===== src/rtl/pipeline_pkg.sv =====
// Shared definitions for the 16-bit five-stage pipeline.
// Opcode map, register-file geometry and opcode classification.
package pipeline_pkg;

  localparam int DATA_W   = 16;
  localparam int SEL_W    = 4;
  localparam int NUM_REGS = 8;

  localparam logic [3:0] OP_ADD   = 4'h0;
  localparam logic [3:0] OP_SUB   = 4'h1;
  localparam logic [3:0] OP_AND   = 4'h2;
  localparam logic [3:0] OP_LOAD  = 4'h3;
  localparam logic [3:0] OP_STORE = 4'h4;
  localparam logic [3:0] OP_OR    = 4'h5;
  localparam logic [3:0] OP_XOR   = 4'h6;
  localparam logic [3:0] OP_SHL   = 4'h7;
  localparam logic [3:0] OP_SHR   = 4'h8;
  localparam logic [3:0] OP_CMP   = 4'h9;
  localparam logic [3:0] OP_BEQ   = 4'hA;
  localparam logic [3:0] OP_BNE   = 4'hB;
  localparam logic [3:0] OP_BLT   = 4'hC;
  localparam logic [3:0] OP_BGE   = 4'hD;
  localparam logic [3:0] OP_JMP   = 4'hE;
  localparam logic [3:0] OP_NOP   = 4'hF;

  // Stores, branches/jumps and NOP retire nothing.
  function automatic logic is_writeback(
    input logic [3:0] opcode
  );
    logic wr;
    wr = 1'b1;
    unique case (1'b1)
      (opcode == OP_STORE): wr = 1'b0;
      (opcode >= OP_BEQ):   wr = 1'b0;
      default:              wr = 1'b1;
    endcase
    return wr;
  endfunction

  function automatic logic is_load(
    input logic [3:0] opcode
  );
    return opcode == OP_LOAD;
  endfunction

endpackage


===== src/rtl/wb_select.sv =====
// Write-back result mux and destination decode.
// Purely combinational; the caller registers the outcome.
module wb_select
  import pipeline_pkg::*;
#(
  parameter int DATA_W = 16,
  parameter int SEL_W  = 4
) (
  input  logic [SEL_W-1:0]  instruction,
  input  logic [DATA_W-1:0] alu_output,
  input  logic [DATA_W-1:0] data_from_mem,
  input  logic [SEL_W-1:0]  reg_nos,
  output logic [DATA_W-1:0] wb_data,
  output logic [7:0]        wr_en_onehot
);

  logic wr_en;
  logic in_range;

  assign wr_en    = is_writeback(instruction);
  assign in_range = (reg_nos < SEL_W'(NUM_REGS));

  // Loads retire memory data, everything else the ALU result.
  always_comb begin
    wb_data = alu_output;
    unique case (1'b1)
      is_load(instruction): wb_data = data_from_mem;
      default:              wb_data = alu_output;
    endcase
  end

  // One-hot destination; selects 8..15 write nothing.
  always_comb begin
    wr_en_onehot = '0;
    if (wr_en && in_range)
      wr_en_onehot[reg_nos[2:0]] = 1'b1;
  end

endmodule


===== src/rtl/write_back.sv =====
// Write-back stage: registers the updated register file.
// The selected register takes the result, others pass through.
module write_back
  import pipeline_pkg::*;
#(
  parameter int DATA_W = 16,
  parameter int SEL_W  = 4
) (
  input  logic              clk,
  input  logic              rst_n,
  input  logic [SEL_W-1:0]  instruction,
  input  logic [DATA_W-1:0] alu_output,
  input  logic [DATA_W-1:0] data_from_mem,
  input  logic [SEL_W-1:0]  reg_nos,
  input  logic [DATA_W-1:0] reg1_in,
  input  logic [DATA_W-1:0] reg2_in,
  input  logic [DATA_W-1:0] reg3_in,
  input  logic [DATA_W-1:0] reg4_in,
  input  logic [DATA_W-1:0] reg5_in,
  input  logic [DATA_W-1:0] reg6_in,
  input  logic [DATA_W-1:0] reg7_in,
  input  logic [DATA_W-1:0] reg8_in,
  output logic [DATA_W-1:0] reg1_out,
  output logic [DATA_W-1:0] reg2_out,
  output logic [DATA_W-1:0] reg3_out,
  output logic [DATA_W-1:0] reg4_out,
  output logic [DATA_W-1:0] reg5_out,
  output logic [DATA_W-1:0] reg6_out,
  output logic [DATA_W-1:0] reg7_out,
  output logic [DATA_W-1:0] reg8_out
);

  logic [DATA_W-1:0] wb_data;
  logic [7:0]        wr_en_onehot;
  logic [DATA_W-1:0] reg_in  [NUM_REGS];
  logic [DATA_W-1:0] reg_q   [NUM_REGS];

  wb_select #(
    .DATA_W (DATA_W),
    .SEL_W  (SEL_W)
  ) u_sel (
    .instruction   (instruction),
    .alu_output    (alu_output),
    .data_from_mem (data_from_mem),
    .reg_nos       (reg_nos),
    .wb_data       (wb_data),
    .wr_en_onehot  (wr_en_onehot)
  );

  assign reg_in[0] = reg1_in;
  assign reg_in[1] = reg2_in;
  assign reg_in[2] = reg3_in;
  assign reg_in[3] = reg4_in;
  assign reg_in[4] = reg5_in;
  assign reg_in[5] = reg6_in;
  assign reg_in[6] = reg7_in;
  assign reg_in[7] = reg8_in;

  for (genvar k = 0; k < NUM_REGS; k++) begin : g_reg
    // Async clear; else take result if selected, else pass.
    always_ff @(posedge clk or negedge rst_n) begin
      if (!rst_n)
        reg_q[k] <= '0;
      else if (wr_en_onehot[k])
        reg_q[k] <= wb_data;
      else
        reg_q[k] <= reg_in[k];
    end
  end

  assign reg1_out = reg_q[0];
  assign reg2_out = reg_q[1];
  assign reg3_out = reg_q[2];
  assign reg4_out = reg_q[3];
  assign reg5_out = reg_q[4];
  assign reg6_out = reg_q[5];
  assign reg7_out = reg_q[6];
  assign reg8_out = reg_q[7];

endmodule


===== config.mk =====
export PLATFORM = sky130hd
export DESIGN_NAME = write_back
export DESIGN_NICKNAME = d
export VERILOG_FILES = /design/src/rtl/pipeline_pkg.sv /design/src/rtl/wb_select.sv /design/src/rtl/write_back.sv
export SDC_FILE = /design/constraint.sdc
export NUM_CORES = 1
export LEC_CHECK = 0
export CORE_UTILIZATION = 43
export DETAILED_ROUTE_END_ITERATION = 10
export HOLD_SLACK_MARGIN = 0.15
export PLACE_DENSITY = 0.88
export REMOVE_ABC_BUFFERS = 1
export SLEW_MARGIN = 20
export SYNTH_ARGS = -nofsm -noshare
export SYNTH_HDL_FRONTEND = slang
export SYNTH_HIERARCHICAL = 1
export SYNTH_SLANG_ARGS = --single-unit

===== constraint.sdc =====
create_clock -name clk -period 0.8 [get_ports clk]
set_clock_uncertainty 0.1 [all_clocks]
set_input_delay 0.12 -clock clk [delete_from_list [all_inputs] [get_ports clk]]
set_output_delay 0.12 -clock clk [all_outputs]
set_load 0.005 [all_outputs]

==> reports/metrics.yaml <==
placement:
  numPortBuffers: 297
  place_area_um2: 8919
  place_ws_ps: -1471
  dp_hpwl_mm: 12.88
  gp_congestion: 0.8013
run:
  maxCapViolations: 0
cells_and_area:
  drive_above_1_share: 0.5646
  fill_cells: 795
  fin_util: 0.7399
  antenna_cells: 0
  stdcell_area_um2: 9375
  num-nets-final: 823
  area_growth_pct: 67.59
worst_hold_path:
  worstHoldPathType: "in -> async"
yosys:
  synth_seq_cells: 128
  synth.avg_cell_area_um2: 18.22
  synth_cell_types: 15
  syn_inst: 307
  netlist_area_um2: 5594
  yosys_warnings: 6
  yosysSeqAreaShare: 0.5726
floorplan:
  start_util: 0.4415
  die_w_um: 116.1
  coreArea_um2: 12670
  ios: 298
  die_h_um: 116.1
  fp-row-count: 41
  fp.dieArea_um2: 13470
drt:
  antenna_left: 0
  drtPass1Iterations: 4
  viasPerCell: 4.832
  drt_iter0_drc: 178
  drc: 0
  vias: 4049
  totalWireLength_mm: 18.63
  wl_per_cell_um: 22.23
run_status:
  status: "finished with violations"
  violations: "negative hold slack, negative setup slack"
worst_setup_path:
  crit_path_start_kind: "input port"
  path_max_fanout: 7
  startpoint: "instruction[2]"
  critPathArrivalTime_ps: 1570
  crit_type: "in -> reg"
  critPathCaptureType: "flop"
  cp_data_required_time_ps: 990
sta:
  post-route-min-period_ps: 1381
  slew_headroom: 0.7468
  final.period_utilization: 1.726
  tightest_slew_ps: 379.8
  hold-worst-slack_ps: -506.6
  fin_tns_setup_ps: -108990
  setup_violations: 256
  hold_viol_final: 128
  fmax_mhz: 724.3
  maxSlewViolCount: 0
  fin_ws_ps: -580.7
  rsz0062_at_grt: "true"
pwr:
  ir_drop_uv: 1276
  finalPower_w: 0.01775
  powerDensity_nw_per_um2: 1893
  leakage_nw: 4.298
clocking:
  h-tree-depth: 4
  cts_buffer_depth: 2
  path_clk_slew_ps: 60
  cts.sinks: 128
  cts_buffers: 17
  cts_tree: "built"
  cts-root-buf: "clkbuf_16"
global_routing:
  grt_pass1_wl_mm: 26.63
  grt-ovfl-total: 0
  grtUsageTotal: 0.2836
  grt_max_degree: 38
  antenna_found_initial: 0
  first_global_vias: 4464
-- worst max path at each step --
stage,slack [ps],to,depth (start not counted)
2_1_floorplan,-2930,reg3_out[0],3
3_3_place_gp,-1430,reg3_out[3],6
3_5_place_dp,-1470,reg3_out[15],6
4_1_cts,-600,reg2_out[13],6
5_1_grt,-620,reg2_out[13],6
6_report,-580,reg3_out[12],7
-- critical path, cell delays in order --
cell	delay (ps)
buf_6	100
or2_1	230
buf_6	150
a2111oi_4	330
buf_6	190
buf_8	140
mux2_4	310
-- timing repair --
action / 4_1_cts / 5_1_grt
gates resized for setup: 647 / 10
hold endpoints to repair: 128 / 128
setup endpoints to repair: 256 / 256
gates cloned: 4 / 0
pin swaps: 6 / 5
setup buffers: 9 / 1
-- through the flow --
stage                     instances  hold slack [ps]
final                           838           -506.6
after global routing            838           -506.1
after CTS                       839           -512.5
after detailed placement        794           -63.96
after global placement          794           -66.02
after floorplan                 288           -275.6
-- layout make-up --
type,instances,area [um2],area share
Sequential cell,128,3203,0.3417
Timing Repair Buffer,346,2900,0.3094
Multi-Input combinational cell,160,2440,0.2602
Clock buffer,22,484.2,0.05165
Tap cell,172,215.2,0.02295
Clock inverter,10,132.6,0.01415
-- registers in the layout, summed over array words and instances (netlist names) --
signal	cells
reg5_out	16
reg8_out	16
reg2_out	16
reg7_out	16
reg1_out	16
reg3_out	16
reg6_out	16
reg4_out	16
-- layout by cell type (no fill, tap or decap), types with 2 or more instances in the layout --
cell type,netlist,final
buf_2,0,129
clkbuf_8,0,4
buf_8,0,5
mux2_4,90,143
bufinv_16,0,3
dfrtp_1,128,128
nand2b_4,0,2
clkdlybuf4s50_1,0,160
clkinv_2,0,4
clkinvlp_4,0,3
a2111oi_4,0,4
buf_12,9,9
buf_4,0,23
clkbuf_16,0,17
buf_6,10,20
a211oi_4,0,3
-- synth_stat cells --
cell,n,area [um2]
dfrtp_1,128,3203
mux2_4,90,1351
mux2_2,54,608.1
buf_6,10,112.6
buf_12,9,180.2
a2111oi_2,3,45.04
a211oi_1,3,22.52
nand2b_1,3,18.77
a2111oi_1,1,10.01
a21oi_1,1,5.000
and4bb_1,1,12.51
nand2_1,1,3.750
o21bai_1,1,7.510
or2_0,1,6.260
or4_1,1,7.510
-- report_power, final --
| part | internal, W | switching (W) |
|---|---|---|
| Clock | 0.00520 | 0.00276 |
| Combinational | 0.00181 | 0.00101 |
| Sequential | 0.00687 | 0.000104 |
-- per-layer routing --
| metal | global-route usage | wire [um] | up-vias |
|---|---|---|---|
| met1 | 0.3138 | 7104 | 2024 |
| met2 | 0.4996 | 9707 | 207 |
| li1 | - | - | 1778 |
| met5 | 0 | 0 | - |
| met4 | 0.1325 | 558 | 0 |
| met3 | 0.08525 | 1260 | 40 |
-- cell families (layout without fill, tap and decap cells) --
family,after synthesis,in the layout,share of synthesized area
buf+inv,19,378,0.05234
mux,144,144,0.3503
flops,128,128,0.5726
compound gates,9,9,0.01610
simple gates,7,7,0.008723
No activity file was read; power rests on OpenSTA's default activity.
